`config.mk`:
```
export PLATFORM = sky130hd
export DESIGN_NAME = pwm_capture
export DESIGN_NICKNAME = d
export VERILOG_FILES = /design/src/rtl/pwm_pkg.sv /design/src/rtl/pwm_cap_sync.sv /design/src/rtl/pwm_capture.sv
export SDC_FILE = /design/constraint.sdc
export NUM_CORES = 1
export LEC_CHECK = 0
export CAP_MARGIN = 20
export CORE_ASPECT_RATIO = 0.5
export CORE_UTILIZATION = 47
export CTS_BUF_LIST = sky130_fd_sc_hd__clkbuf_8
export DETAILED_ROUTE_END_ITERATION = 12
export GPL_TIMING_DRIVEN = 1
export PLACE_DENSITY_LB_ADDON = 0.12
export SLEW_MARGIN = 20
export SYNTH_ARGS = -nofsm -noshare
export SYNTH_HDL_FRONTEND = slang
export SYNTH_HIERARCHICAL = 1
export SYNTH_SLANG_ARGS = --single-unit
export TNS_END_PERCENT = 5
```
`constraint.sdc`:
```
create_clock -name clk -period 2 [get_ports clk]
set_input_delay 0.2 -clock clk [delete_from_list [all_inputs] [get_ports clk]]
set_output_delay 0.2 -clock clk [all_outputs]
set_load 0.02 [all_outputs]
```
`src/rtl/pwm_pkg.sv`:
```
// Shared types and constants for the PWM capture block.
package pwm_pkg;

    typedef enum logic [1:0] {
        S_IDLE = 2'd0,
        S_HIGH = 2'd1,
        S_LOW  = 2'd2
    } state_t;

    // Generator top count; one generator period is PWM_TOP+1 clk cycles.
    localparam int unsigned PWM_TOP = 5000;

endpackage

```
`src/rtl/pwm_cap_sync.sv`:
```
// Input conditioning for pwm_capture: 2-flop synchroniser, optional glitch
// filter (PWM_CAP_GLITCH_FILTER_EN) and registered rise/fall edge detector.
module pwm_cap_sync #(
    parameter int FILT_LEN = 3
) (
    input  logic clk,
    input  logic rst_n,
    input  logic pwm_in,
    output logic lvl,
    output logic rise,
    output logic fall
);

    logic sync_a;
    logic sync_b;
    logic lvl_d;

    always_ff @(posedge clk) begin
        if (!rst_n) begin
            sync_a <= 1'b0;
            sync_b <= 1'b0;
        end else begin
            sync_a <= pwm_in;
            sync_b <= sync_a;
        end
    end

`ifdef PWM_CAP_GLITCH_FILTER_EN
    // Counter runs 0..FILT_LEN-1 while the synchronised input disagrees with lvl.
    localparam int FW = (FILT_LEN < 2) ? 1 : $clog2(FILT_LEN);

    logic [FW-1:0] filt_cnt;
    logic          filt_lvl;

    always_ff @(posedge clk) begin
        if (!rst_n) begin
            filt_cnt <= '0;
            filt_lvl <= 1'b0;
        end else if (sync_b == filt_lvl) begin
            filt_cnt <= '0;
        end else if (filt_cnt == FW'(FILT_LEN - 1)) begin
            filt_lvl <= sync_b;
            filt_cnt <= '0;
        end else begin
            filt_cnt <= filt_cnt + 1'b1;
        end
    end

    assign lvl = filt_lvl;
`else
    assign lvl = sync_b;
`endif

    always_ff @(posedge clk) begin
        if (!rst_n) begin
            lvl_d <= 1'b0;
            rise  <= 1'b0;
            fall  <= 1'b0;
        end else begin
            lvl_d <= lvl;
            rise  <= lvl & ~lvl_d;
            fall  <= ~lvl & lvl_d;
        end
    end

endmodule

```
`src/rtl/pwm_capture.sv`:
```
// PWM duty/period measurement in clk cycles with saturation (stuck) detection.
// Optional input glitch filter enabled by defining PWM_CAP_GLITCH_FILTER_EN.
//
// state  | meaning
// S_IDLE | disarmed; waiting for a rising edge to start measuring
// S_HIGH | input high; hi_cnt and per_cnt running
// S_LOW  | input low; per_cnt running, hi_cnt frozen
module pwm_capture
    import pwm_pkg::*;
#(
    parameter int CNT_W    = 16,
    parameter int FILT_LEN = 3
) (
    input  logic             clk,
    input  logic             rst_n,
    input  logic             pwm_in,
    output logic [CNT_W-1:0] duty,
    output logic [CNT_W-1:0] period,
    output logic             valid,
    output logic             stuck
);

    localparam logic [CNT_W-1:0] CNT_MAX = '1;
    localparam logic [CNT_W-1:0] CNT_ONE = CNT_W'(1);

    logic lvl;
    logic rise;
    logic fall;

    state_t           state;
    state_t           state_nx;
    logic [CNT_W-1:0] hi_cnt;
    logic [CNT_W-1:0] hi_nx;
    logic [CNT_W-1:0] per_cnt;
    logic [CNT_W-1:0] per_nx;
    logic [CNT_W-1:0] duty_nx;
    logic [CNT_W-1:0] period_nx;
    logic             valid_nx;
    logic             stuck_nx;

    pwm_cap_sync #(
        .FILT_LEN (FILT_LEN)
    ) u_sync (
        .clk    (clk),
        .rst_n  (rst_n),
        .pwm_in (pwm_in),
        .lvl    (lvl),
        .rise   (rise),
        .fall   (fall)
    );

    always_ff @(posedge clk) begin
        if (!rst_n) begin
            state   <= S_IDLE;
            hi_cnt  <= '0;
            per_cnt <= '0;
            duty    <= '0;
            period  <= '0;
            valid   <= 1'b0;
            stuck   <= 1'b0;
        end else begin
            state   <= state_nx;
            hi_cnt  <= hi_nx;
            per_cnt <= per_nx;
            duty    <= duty_nx;
            period  <= period_nx;
            valid   <= valid_nx;
            stuck   <= stuck_nx;
        end
    end

    always_comb begin
        state_nx  = state;
        hi_nx     = hi_cnt;
        per_nx    = per_cnt;
        duty_nx   = duty;
        period_nx = period;
        valid_nx  = 1'b0;
        stuck_nx  = stuck;

        case (state)
            S_IDLE: begin
                if (rise) begin
                    state_nx = S_HIGH;
                    hi_nx    = CNT_ONE;
                    per_nx   = CNT_ONE;
                    stuck_nx = 1'b0;
                end
            end

            S_HIGH: begin
                // Saturation wins over any edge arriving in the same cycle.
                if (per_cnt == CNT_MAX) begin
                    state_nx  = S_IDLE;
                    valid_nx  = 1'b1;
                    period_nx = CNT_MAX;
                    duty_nx   = lvl ? CNT_MAX : '0;
                    stuck_nx  = 1'b1;
                end else if (fall) begin
                    state_nx = S_LOW;
                    per_nx   = per_cnt + 1'b1;
                end else begin
                    hi_nx  = hi_cnt + 1'b1;
                    per_nx = per_cnt + 1'b1;
                end
            end

            S_LOW: begin
                if (per_cnt == CNT_MAX) begin
                    state_nx  = S_IDLE;
                    valid_nx  = 1'b1;
                    period_nx = CNT_MAX;
                    duty_nx   = lvl ? CNT_MAX : '0;
                    stuck_nx  = 1'b1;
                end else if (rise) begin
                    state_nx  = S_HIGH;
                    duty_nx   = hi_cnt;
                    period_nx = per_cnt;
                    valid_nx  = 1'b1;
                    hi_nx     = CNT_ONE;
                    per_nx    = CNT_ONE;
                end else begin
                    per_nx = per_cnt + 1'b1;
                end
            end

            default: begin
                state_nx = S_IDLE;
            end
        endcase
    end

endmodule

```
==> impl_metrics.py <==
metrics = {
    "grt": {
        "grt_pass1_wl_um": 15300,
        "track_usage": 0.252,
        "first_global_vias": 3269,
        "antenna_found_initial": 0,
        "gr-total-overflow": 0,
        "grt_start_max_net_pins": 42,
    },
    "synthesis": {
        "synthTopCellsByArea": "dfxtp_1, o21ai_0, nor2_1",
        "syn_area_um2": 3490,
        "avgSynthCellArea_um2": 8.71,
        "synth_compound_area_frac": 0.274,
        "yosysWarnings": 6,
        "yosysTopAreaCell": "dfxtp_1",
        "synth_top_family_by_area": "compound AO/OA/AOI/OAI gates",
        "synth_edf_count": 0,
        "synthFlopType": "dfxtp_1",
        "synth_top_area_frac": 0.419,
        "synth_mux_area_frac": 0,
        "seq_area_frac_synth": 0.419,
        "synthesis.nets": 409,
        "syn-instance-count": 400,
        "synth_simple_gate_area_share": 0.220,
        "synth_fa_ha_area_frac": 0.0215,
        "synthArstFlopShare": 0,
        "ys_types": 57,
        "ys_seq_elements": 73,
        "synth_xor_area_frac": 0.0101,
    },
    "sta": {
        "max_slew.worst_pin.slew_ns": 0.633,
        "setup_viol": 0,
        "rsz0062_at_grt": "true",
        "min_period_ns": 1.95,
        "worst_slack_ns": 0.0486,
        "fmax_mhz": 512,
        "finClkSkew_ns": 0.0106,
        "timing.slew.headroom": 0.578,
        "final_hold_viol_count": 0,
        "worst_hold_slack_ns": 0.449,
        "finalMaxSlewViolations": 0,
        "timing.final.crit_share": 0.976,
    },
    "final_layout": {
        "drive_gt1_frac": 0.230,
        "layout.nets": 486,
        "num-fill-cells": 563,
        "area_growth_pct": 31.3,
        "diodes": 0,
    },
    "worst_setup_path": {
        "critical_path_buf_inv_count": 1,
        "critPathSlowestCell": "or4_4",
        "r2r-start": "per_cnt[4]$_SDFFE_PN0P_",
        "cp.required_ns": 2.25,
        "cp_max_fo": 21,
        "cpLargestDelayFamily": "simple AND/OR/NAND/NOR gates",
        "worstSetupPathType": "reg -> reg",
        "critPathLaunchType": "flop",
        "timing.critical_path.arrival_ns": 2.20,
        "endpoint_kind": "flop",
        "cp_slowest_stage_delay_ns": 0.62,
        "crit_chain": "nand4_1 > or4_4 > a21oi_4 > buf_12 > nor2_2 > a311oi_1",
        "cp-startpoint": "per_cnt[4]$_SDFFE_PN0P_",
    },
    "outcome": {
        "status": "finished, final reports clean",
    },
    "floorplan": {
        "fp.dieArea_um2": 7790,
        "fp.dieH_um": 62.9,
        "io_pins": 37,
        "initial_utilization": 0.504,
        "coreArea_um2": 6910,
        "row_count": 21,
        "die_w_um": 124,
    },
    "place": {
        "routabilityCongestion": 0.884,
        "place_ws_ns": -0.0597,
        "hpwl_um": 6700,
        "io_buffers": 36,
    },
    "clocking": {
        "cts_sinks": 73,
        "clockRootBuffer": "clkbuf_8",
        "holdBufCountCts": 0,
        "postCtsSetupRepairBufs": 0,
        "clk_pin_slew_ns": 0.07,
        "cts_buffers": 9,
        "cts_tree": "built",
        "clk_latency_ns": 0.35,
        "max-clock-path-buffers": 2,
        "cts_max_level": 3,
    },
    "flow_run": {
        "drv_cap": 0,
    },
    "drt": {
        "dr.pass1.iters": 5,
        "num_vias": 3410,
        "drt_wl_total_um": 9390,
        "avgViaCountPerCell": 5.94,
        "remaining_drc_errors": 0,
        "ant_nets": 0,
        "wl_per_cell_um": 16.4,
        "first_iter_violations": 241,
    },
    "worst_hold_path": {
        "hp-class": "in -> reg",
        "worstHoldStart": "pwm_in",
    },
    "power_and_ir_drop": {
        "max-vdd-ir-drop_v": 0.000623,
        "p_per_area_nw_per_um2": 646,
        "p_leak_nw": 1.56,
    },
}
-- power by group --
group          switching [mW]  internal, mW  total (mW)
Combinational          0.0963        0.0654       0.162
Clock                   0.558         0.766        1.32
Sequential            0.00727          1.46        1.47
Total                   0.661          2.29        2.95
-- Yosys cell counts, types with 5 or more instances --
| cell type | count |
|---|---|
| dfxtp_1 | 73 |
| nor2_1 | 41 |
| o21ai_0 | 34 |
| a21oi_1 | 26 |
| nand2_1 | 23 |
| nand3_1 | 22 |
| inv_1 | 14 |
| clkbuf_1 | 13 |
| a211oi_2 | 12 |
| nand4_1 | 11 |
| a311oi_1 | 10 |
| a211oi_1 | 8 |
| a31oi_1 | 8 |
| or3_1 | 8 |
| and3_1 | 7 |
| nor3_1 | 7 |
| ha_1 | 6 |
| o21ai_1 | 5 |
-- state kept, by name, indices dropped and copies added (netlist names), 2 cells and up --
signal	count
hi_cnt	16
state	2
duty	16
period	16
per_cnt	16
-- final timing paths --
kind | endpoint | slack (ns) | cells after the start
max reg2reg | period[12]$_SDFFE_PN0P_ | 0.05 | 6
min reg2reg | u_sync/lvl$_SDFF_PN0_ | 0.45 | 1
max | period[12]$_SDFFE_PN0P_ | 0.05 | 6
min | u_sync/sync_a$_SDFF_PN0_ | 0.45 | 2
-- repair_timing --
action | in CTS | in global routing
pin swaps | 0 | 5
setup endpoints to repair | 8 | 44
cloned | 0 | 1
gates resized for setup | 3 | 16
-- final cells by class --
class / count / area (um2) / area share
multi-input combinational: 289 / 1880 / 0.411
sequential: 73 / 1470 / 0.320
timing repair buffer: 90 / 832 / 0.182
clock buffer: 11 / 151 / 0.0331
tap: 92 / 115 / 0.0252
clock inverter: 5 / 77.6 / 0.0169
inverter: 14 / 52.6 / 0.0115
-- metrics by stage --
step / total power [mW] / utilization / cells / instance area [um2] / setup TNS, ns
CTS: 2.96 / 0.651 / 573 / 4500 / -0.000484
global placement: 1.65 / 0.617 / 557 / 4260 / 0
finish: 2.95 / 0.662 / 574 / 4580 / 0
detailed placement: 1.66 / 0.617 / 557 / 4260 / -0.171
floorplan: 1.59 / - / 400 / 3490 / -0.0863
global route: 3.05 / 0.662 / 574 / 4580 / -0.0365
-- layout by cell type, fill, tap and decap left out, types with 3 or more instances in the layout --
cell / count
nor4_1: 4
o21a_1: 4
a311oi_1: 10
nor3_1: 7
dfxtp_2: 4
and2_2: 4
a211oi_1: 7
dfxtp_1: 69
inv_1: 14
or3_1: 8
buf_12: 3
nor2_1: 38
clkbuf_8: 11
and3_1: 6
nor2_2: 3
nand2_1: 23
o21ai_1: 5
o21ai_0: 34
nand4_1: 11
a21oi_1: 26
o211ai_1: 3
buf_4: 47
a211oi_2: 13
or4_1: 4
nand3_1: 21
a31oi_1: 8
ha_1: 4
clkdlybuf4s50_1: 36
buf_6: 3
-- metal layers --
layer  up-vias  global-route usage  routed length [um]  share of wire
met4         0              0.0768                 107          0.011
met2        90               0.425                4520           0.48
li1       1644                   -                   -              -
met1      1664               0.318                4320           0.46
met3        12              0.0584                 447          0.048
met5         -                   0                   0              0
-- kinds of logic after synthesis --
family	Yosys count
AND/OR/NAND/NOR	147
AO/OA/AOI/OAI	132
flip-flops	73
buffers and inverters	38
adder cells (fa/ha/maj)	6
XOR/XNOR	4
-- worst register-to-register path: stages (launching register included) --
cell	delay [ns]
dfxtp_1	0.34
nand4_1	0.14
or4_4	0.62
a21oi_4	0.25
buf_12	0.19
nor2_2	0.04
a311oi_1	0.26
No activity file was read; power rests on OpenSTA's default activity.
